## src/rtl/robo_controlador.sv

```systemverilog
// robo_controlador: left-hand wall-following robot controller.
// Samples head/left/under/barrier sensors in SENSE and issues one command
// (girar, avancar, remover) per decision; every output is registered.
// Optional watchdog on total command count: define ROBO_WATCHDOG_EN.
module robo_controlador #(
  parameter int SETTLE_CYCLES = 1,
  parameter int REM_MAX       = 16,
  parameter int MAX_CMDS      = 1023
) (
  input  logic        clock,
  input  logic        reset,
  input  logic        start,
  input  logic        head_in,
  input  logic        left_in,
  input  logic        under_in,
  input  logic        barrier_in,
  output logic        avancar,
  output logic        girar,
  output logic        remover,
  output logic        busy,
  output logic        done,
  output logic [15:0] step_count,
  output logic        error
);

  // Shared counter must hold REM_MAX, SETTLE_CYCLES (<=15) and the turn count.
  localparam int CW = ($clog2(REM_MAX + 1) > 4) ? $clog2(REM_MAX + 1) : 4;
  localparam logic [CW-1:0] REM_MAX_C  = CW'(REM_MAX);
  localparam logic [CW-1:0] SETTLE_C   = CW'(SETTLE_CYCLES);
  localparam logic [CW-1:0] SETTLE_M1  = CW'(SETTLE_CYCLES - 1);
  localparam logic [CW-1:0] TURN_LAST  = CW'(3);

  // Elaboration-time range checks on the configuration.
  if (SETTLE_CYCLES < 1 || SETTLE_CYCLES > 15) begin : g_bad_settle
    $error("SETTLE_CYCLES must be 1..15");
  end
  if (REM_MAX < 1) begin : g_bad_remmax
    $error("REM_MAX must be at least 1");
  end
  if (MAX_CMDS < 1 || MAX_CMDS > 1023) begin : g_bad_maxcmds
    $error("MAX_CMDS must be 1..1023");
  end

  typedef enum logic [2:0] {
    S_IDLE, S_SENSE, S_TURN_R, S_REMOVE, S_SETTLE, S_DONE
  } state_t;

  state_t         r_state, w_state;
  logic [CW-1:0]  r_cnt, w_cnt;
  logic           r_turned_left, w_turned_left;
  logic           r_avancar, w_avancar;
  logic           r_girar, w_girar;
  logic           r_remover, w_remover;
  logic           r_busy, w_busy;
  logic           r_done, w_done;
  logic           r_error, w_error;
  logic [15:0]    r_steps, w_steps;

`ifdef ROBO_WATCHDOG_EN
  localparam logic [9:0] WD_MAX = 10'(MAX_CMDS);
  logic [9:0] r_wd, w_wd;
  logic       w_cmd;
`endif

  // State and registered outputs; synchronous reset drops every command line.
  always_ff @(posedge clock) begin
    if (reset) begin
      r_state       <= S_IDLE;
      r_cnt         <= '0;
      r_turned_left <= 1'b0;
      r_avancar     <= 1'b0;
      r_girar       <= 1'b0;
      r_remover     <= 1'b0;
      r_busy        <= 1'b0;
      r_done        <= 1'b0;
      r_error       <= 1'b0;
      r_steps       <= '0;
`ifdef ROBO_WATCHDOG_EN
      r_wd          <= '0;
`endif
    end else begin
      r_state       <= w_state;
      r_cnt         <= w_cnt;
      r_turned_left <= w_turned_left;
      r_avancar     <= w_avancar;
      r_girar       <= w_girar;
      r_remover     <= w_remover;
      r_busy        <= w_busy;
      r_done        <= w_done;
      r_error       <= w_error;
      r_steps       <= w_steps;
`ifdef ROBO_WATCHDOG_EN
      r_wd          <= w_wd;
`endif
    end
  end

  // Next-state and next-output decision; commands default low every cycle.
  always_comb begin
    w_state       = r_state;
    w_cnt         = r_cnt;
    w_turned_left = r_turned_left;
    w_avancar     = 1'b0;
    w_girar       = 1'b0;
    w_remover     = 1'b0;
    w_done        = r_done;
    w_error       = r_error;
    w_steps       = r_steps;

    case (r_state)
      S_IDLE: begin
        if (start) w_state = S_SENSE;
      end
      S_SENSE: begin
        if (under_in) begin
          w_state = S_DONE;
          w_done  = 1'b1;
        end else if (!left_in && !r_turned_left) begin
          // The pulse cycle itself is the first SETTLE cycle.
          w_girar       = 1'b1;
          w_turned_left = 1'b1;
          w_state       = S_SETTLE;
          w_cnt         = SETTLE_C;
        end else if (barrier_in) begin
          w_remover = 1'b1;
          w_state   = S_REMOVE;
          w_cnt     = CW'(1);
        end else if (!head_in) begin
          w_avancar     = 1'b1;
          w_turned_left = 1'b0;
          if (r_steps != 16'hFFFF) w_steps = r_steps + 16'd1;
          w_state       = S_SETTLE;
          w_cnt         = SETTLE_C;
        end else begin
          w_girar = 1'b1;
          w_state = S_TURN_R;
          w_cnt   = CW'(1);
        end
      end
      S_TURN_R: begin
        // Three left turns make one right turn; r_cnt counts high cycles.
        if (r_cnt < TURN_LAST) begin
          w_girar = 1'b1;
          w_cnt   = r_cnt + CW'(1);
        end else begin
          w_turned_left = 1'b0;
          w_state       = S_SETTLE;
          w_cnt         = SETTLE_M1;
        end
      end
      S_REMOVE: begin
        if (!barrier_in) begin
          w_turned_left = 1'b0;
          w_state       = S_SETTLE;
          w_cnt         = SETTLE_M1;
        end else if (r_cnt >= REM_MAX_C) begin
          w_error = 1'b1;
          w_state = S_DONE;
        end else begin
          w_remover = 1'b1;
          w_cnt     = r_cnt + CW'(1);
        end
      end
      S_SETTLE: begin
        if (r_cnt == '0) w_state = S_SENSE;
        else             w_cnt   = r_cnt - CW'(1);
      end
      S_DONE: begin
        if (start) begin
          w_done        = 1'b0;
          w_error       = 1'b0;
          w_steps       = '0;
          w_turned_left = 1'b0;
          w_state       = S_SENSE;
        end
      end
      default: w_state = S_IDLE;
    endcase

`ifdef ROBO_WATCHDOG_EN
    // Every girar cycle, avancar pulse and REMOVE entry costs one command.
    w_cmd = w_girar | w_avancar | (r_state == S_SENSE && w_state == S_REMOVE);
    w_wd  = w_cmd ? r_wd + 10'd1 : r_wd;
    if ((r_state == S_IDLE || r_state == S_DONE) && start) w_wd = '0;
    if (r_state != S_IDLE && r_state != S_DONE && r_wd >= WD_MAX) begin
      w_avancar = 1'b0;
      w_girar   = 1'b0;
      w_remover = 1'b0;
      w_error   = 1'b1;
      w_done    = 1'b0;
      w_state   = S_DONE;
      w_wd      = r_wd;
    end
`endif

    w_busy = (w_state != S_IDLE) && (w_state != S_DONE);
  end

  assign avancar    = r_avancar;
  assign girar      = r_girar;
  assign remover    = r_remover;
  assign busy       = r_busy;
  assign done       = r_done;
  assign error      = r_error;
  assign step_count = r_steps;

endmodule
```

## config.mk

```make
export PLATFORM = sky130hd
export DESIGN_NAME = robo_controlador
export DESIGN_NICKNAME = d
export VERILOG_FILES = /design/src/rtl/robo_controlador.sv
export SDC_FILE = /design/constraint.sdc
export NUM_CORES = 1
export LEC_CHECK = 0
export CAP_MARGIN = 20
export CORE_MARGIN = 2
export CORE_UTILIZATION = 25
export DETAILED_ROUTE_END_ITERATION = 7
export GPL_ROUTABILITY_DRIVEN = 0
export PLACE_DENSITY = 0.55
export SYNTH_ARGS = -nofsm -noshare
export SYNTH_HDL_FRONTEND = slang
export SYNTH_SLANG_ARGS = --single-unit
```

## constraint.sdc

```tcl
create_clock -name clock -period 3.7 [get_ports clock]
set_input_delay 0.74 -clock clock [delete_from_list [all_inputs] [get_ports clock]]
set_output_delay 0.74 -clock clock [all_outputs]
set_load 0.1 [all_outputs]
```

==> results.py <==
metrics = {
    "power": {
        "power.density_mw_per_mm2": 377,
        "power_leakage_nw": 0.762,
        "ir_drop_v": 0.000101,
        "power.total_uw": 856,
    },
    "flow_run": {
        "maxCapViolations": 0,
    },
    "synth": {
        "ys_ff_latch": 31,
        "synth_flop_cell": "dfxtp_1",
        "netlist_instances": 231,
        "avgSynthCellArea_um2": 7.85,
        "synth_cell_types": 49,
        "synth_area_mm2": 0.00181,
        "syn-num-nets": 242,
        "synth_edf_count": 0,
        "async_flop_share_pct": 0,
        "ys.warnings.count": 0,
        "ys_seq_area_share_pct": 34.2,
    },
    "setup_path": {
        "path_max_fanout": 20,
        "rrSetupSlack_ps": 1430,
        "setup.worst_path.start": "under_in",
        "criticalPathCategory": "input pin to register",
        "arrival_ps": 3010,
        "crit_path_start_kind": "input pin",
        "r2r-start": "r_state[2]",
        "critPathCaptureType": "register",
        "required_ps": 3930,
    },
    "drt": {
        "drc": 0,
        "routed_wl_um": 4790,
        "viasPerCell": 5.02,
        "post_drt_wl_per_cell_um": 13.5,
        "ant_nets": 0,
        "drtPass1Iterations": 4,
        "via_count": 1788,
        "drtIter0Drc": 130,
    },
    "cts": {
        "cts_max_level": 2,
        "clk_pin_slew_worst_paths_ps": 70,
        "cts_buffer_depth": 2,
        "postCtsHoldBufs": 0,
        "cts_buffers": 5,
        "post_cts_resized": 0,
        "cts-root-buf": "clkbuf_8",
        "cts_tree": "built",
        "cts_sinks": 31,
        "cts_setup_buffers": 0,
        "clk_latency_ps": 290,
    },
    "final_layout": {
        "area_growth_pct": 25.2,
        "nets": 267,
        "n_fill_cell": 780,
        "drive_gt1_share_pct": 7.78,
        "antenna_cells": 0,
    },
    "grt": {
        "use_met1_pct": 18.8,
        "grt-busiest-layer": "met1",
        "grt_pass1_wl_um": 7950,
        "grt_util_met3_pct": 2.86,
        "first_global_vias": 1615,
        "track_usage_pct": 12.6,
        "grt_max_degree": 21,
        "antenna_found_initial": 0,
        "grtUsageMet2_pct": 17.5,
        "overflow": 0,
    },
    "floorplan": {
        "ios": 29,
        "dieArea_mm2": 0.00795,
        "initial_core_util_pct": 25.4,
        "core-area_mm2": 0.00714,
        "die_x_um": 89.2,
        "core.rowCount": 31,
        "dieHeight_um": 89.2,
    },
    "hold_path": {
        "min_from": "error",
        "min_path_type": "register to register",
    },
    "place": {
        "dp_hpwl_um": 3420,
        "port_buffers": 28,
        "post-place-ws_ps": 630,
    },
    "timing": {
        "period_needed_ps": 2790,
        "worst_slack_ps": 912,
        "finalSetupViolCount": 0,
        "hold_violations": 0,
        "fmax_mhz": 359,
        "clock_skew_ps": 8.85,
        "fin_crit_sh_pct": 75.4,
        "drv_slew": 0,
        "worst_slew_pin_slew_ps": 991,
        "tns_ps": 0,
        "rsz0062_at_grt": "no",
        "maxSlewHeadroom_pct": 33.7,
    },
    "status": {
        "status": "finished clean",
    },
}
## layout make-up
cell class	count	area, um2	share of cell area [%]
Multi-Input combinational cell	183	1130	49.7
Sequential cell	31	621	27.3
Timing Repair Buffer	30	295	13.0
Tap cell	99	124	5.45
Clock buffer	5	68.8	3.03
Inverter	5	18.8	0.826
Clock inverter	3	15.0	0.661
## cell families (layout without fill, tap and decap cells)
logic type	Yosys count	after routing	synth area share (%)
mux	2	2	1.10
xor+xnor	2	2	0.966
simple gates	103	103	32.8
fa+ha+maj	4	4	2.76
flops	31	31	34.2
compound gates	72	72	24.6
buf+inv	17	43	3.59
## sequential cells by signal, indices dropped and copies added (netlist names)
register / count
step_count: 16
r_cnt: 5
r_state: 3
avancar: 1
busy: 1
done: 1
error: 1
girar: 1
r_turned_left: 1
remover: 1
## final timing paths
| check | to | cells after the start |
|---|---|---|
| max | step_count[8] | 6 |
| min | error | 2 |
| max reg2reg | step_count[8] | 5 |
| min reg2reg | error | 2 |
## Yosys cell counts, types with 3 or more instances
cell type  count  share of area, %
clkbuf_1       9               1.9
inv_1          5               1.0
nand3_1        8               2.2
nor4_1         4               1.4
nand4_1        7               2.4
a21oi_1       25               6.9
nand2_1       17               3.5
a22o_1         4               1.9
nor3b_1        4               1.7
or4_1          3               1.2
o21ai_0       18               5.0
or3_1          9               3.1
nor2b_1        4               1.4
nor2_1        17               3.5
or2_2          3               1.0
ha_1           4               2.8
o22ai_1        3               1.0
nand2b_1       8               2.8
nor3_1         5               1.4
a31oi_1        3               1.0
dfxtp_1       31                34
## per-stage QoR
| step | area [um2] | utilization (%) | hold slack [ps] | cells |
|---|---|---|---|---|
| 6_report | 2270 | 31.8 | 479 | 356 |
| 4_1_cts | 2270 | 31.8 | 483 | 356 |
| 3_3_place_gp | 2190 | 30.6 | 459 | 348 |
| 3_5_place_dp | 2190 | 30.6 | 464 | 348 |
| 2_1_floorplan | 1810 | - | 527 | 231 |
| 5_1_grt | 2270 | 31.8 | 488 | 356 |
## metal layers
layer	up-vias	wire, um
met4	0	74
met5	-	0
met3	6	247
met1	826	2430
met2	40	2040
li1	916	-
## cells in the final DEF (no fill, tap or decap), types with 2 or more instances in the layout
cell type	n
a211o_1	2
a21o_1	2
a21oi_1	25
a22o_1	4
a22oi_1	2
a31oi_1	3
and3b_1	2
buf_4	2
clkbuf_8	5
clkdlybuf4s50_1	28
clkinv_2	3
dfxtp_1	31
ha_1	4
inv_1	5
mux2i_1	2
nand2_1	17
nand2b_1	8
nand3_1	8
nand4_1	7
nor2_1	17
nor2b_1	4
nor3_1	5
nor3b_1	4
nor4_1	4
o211ai_1	2
o21ai_0	18
o22ai_1	3
o31ai_1	2
o41ai_1	2
or2_2	3
or3_1	9
or3b_2	2
or4_1	3
or4b_1	2
or4b_2	2
## critical path, cell delays in order
cell and delay, ps:
clkdlybuf4s50_1 530, or2_2 360, a21o_1 210, a311o_1 550
or4_1 470, a21oi_1 140
## report_power, final
group          switching, mW  leakage (nW)  internal, mW
Combinational          0.142         0.463        0.0782
Clock                  0.132        0.0477         0.129
Sequential            0.0267         0.251         0.349
Total                  0.300         0.762         0.556
Power figures use the tool's default switching activity.
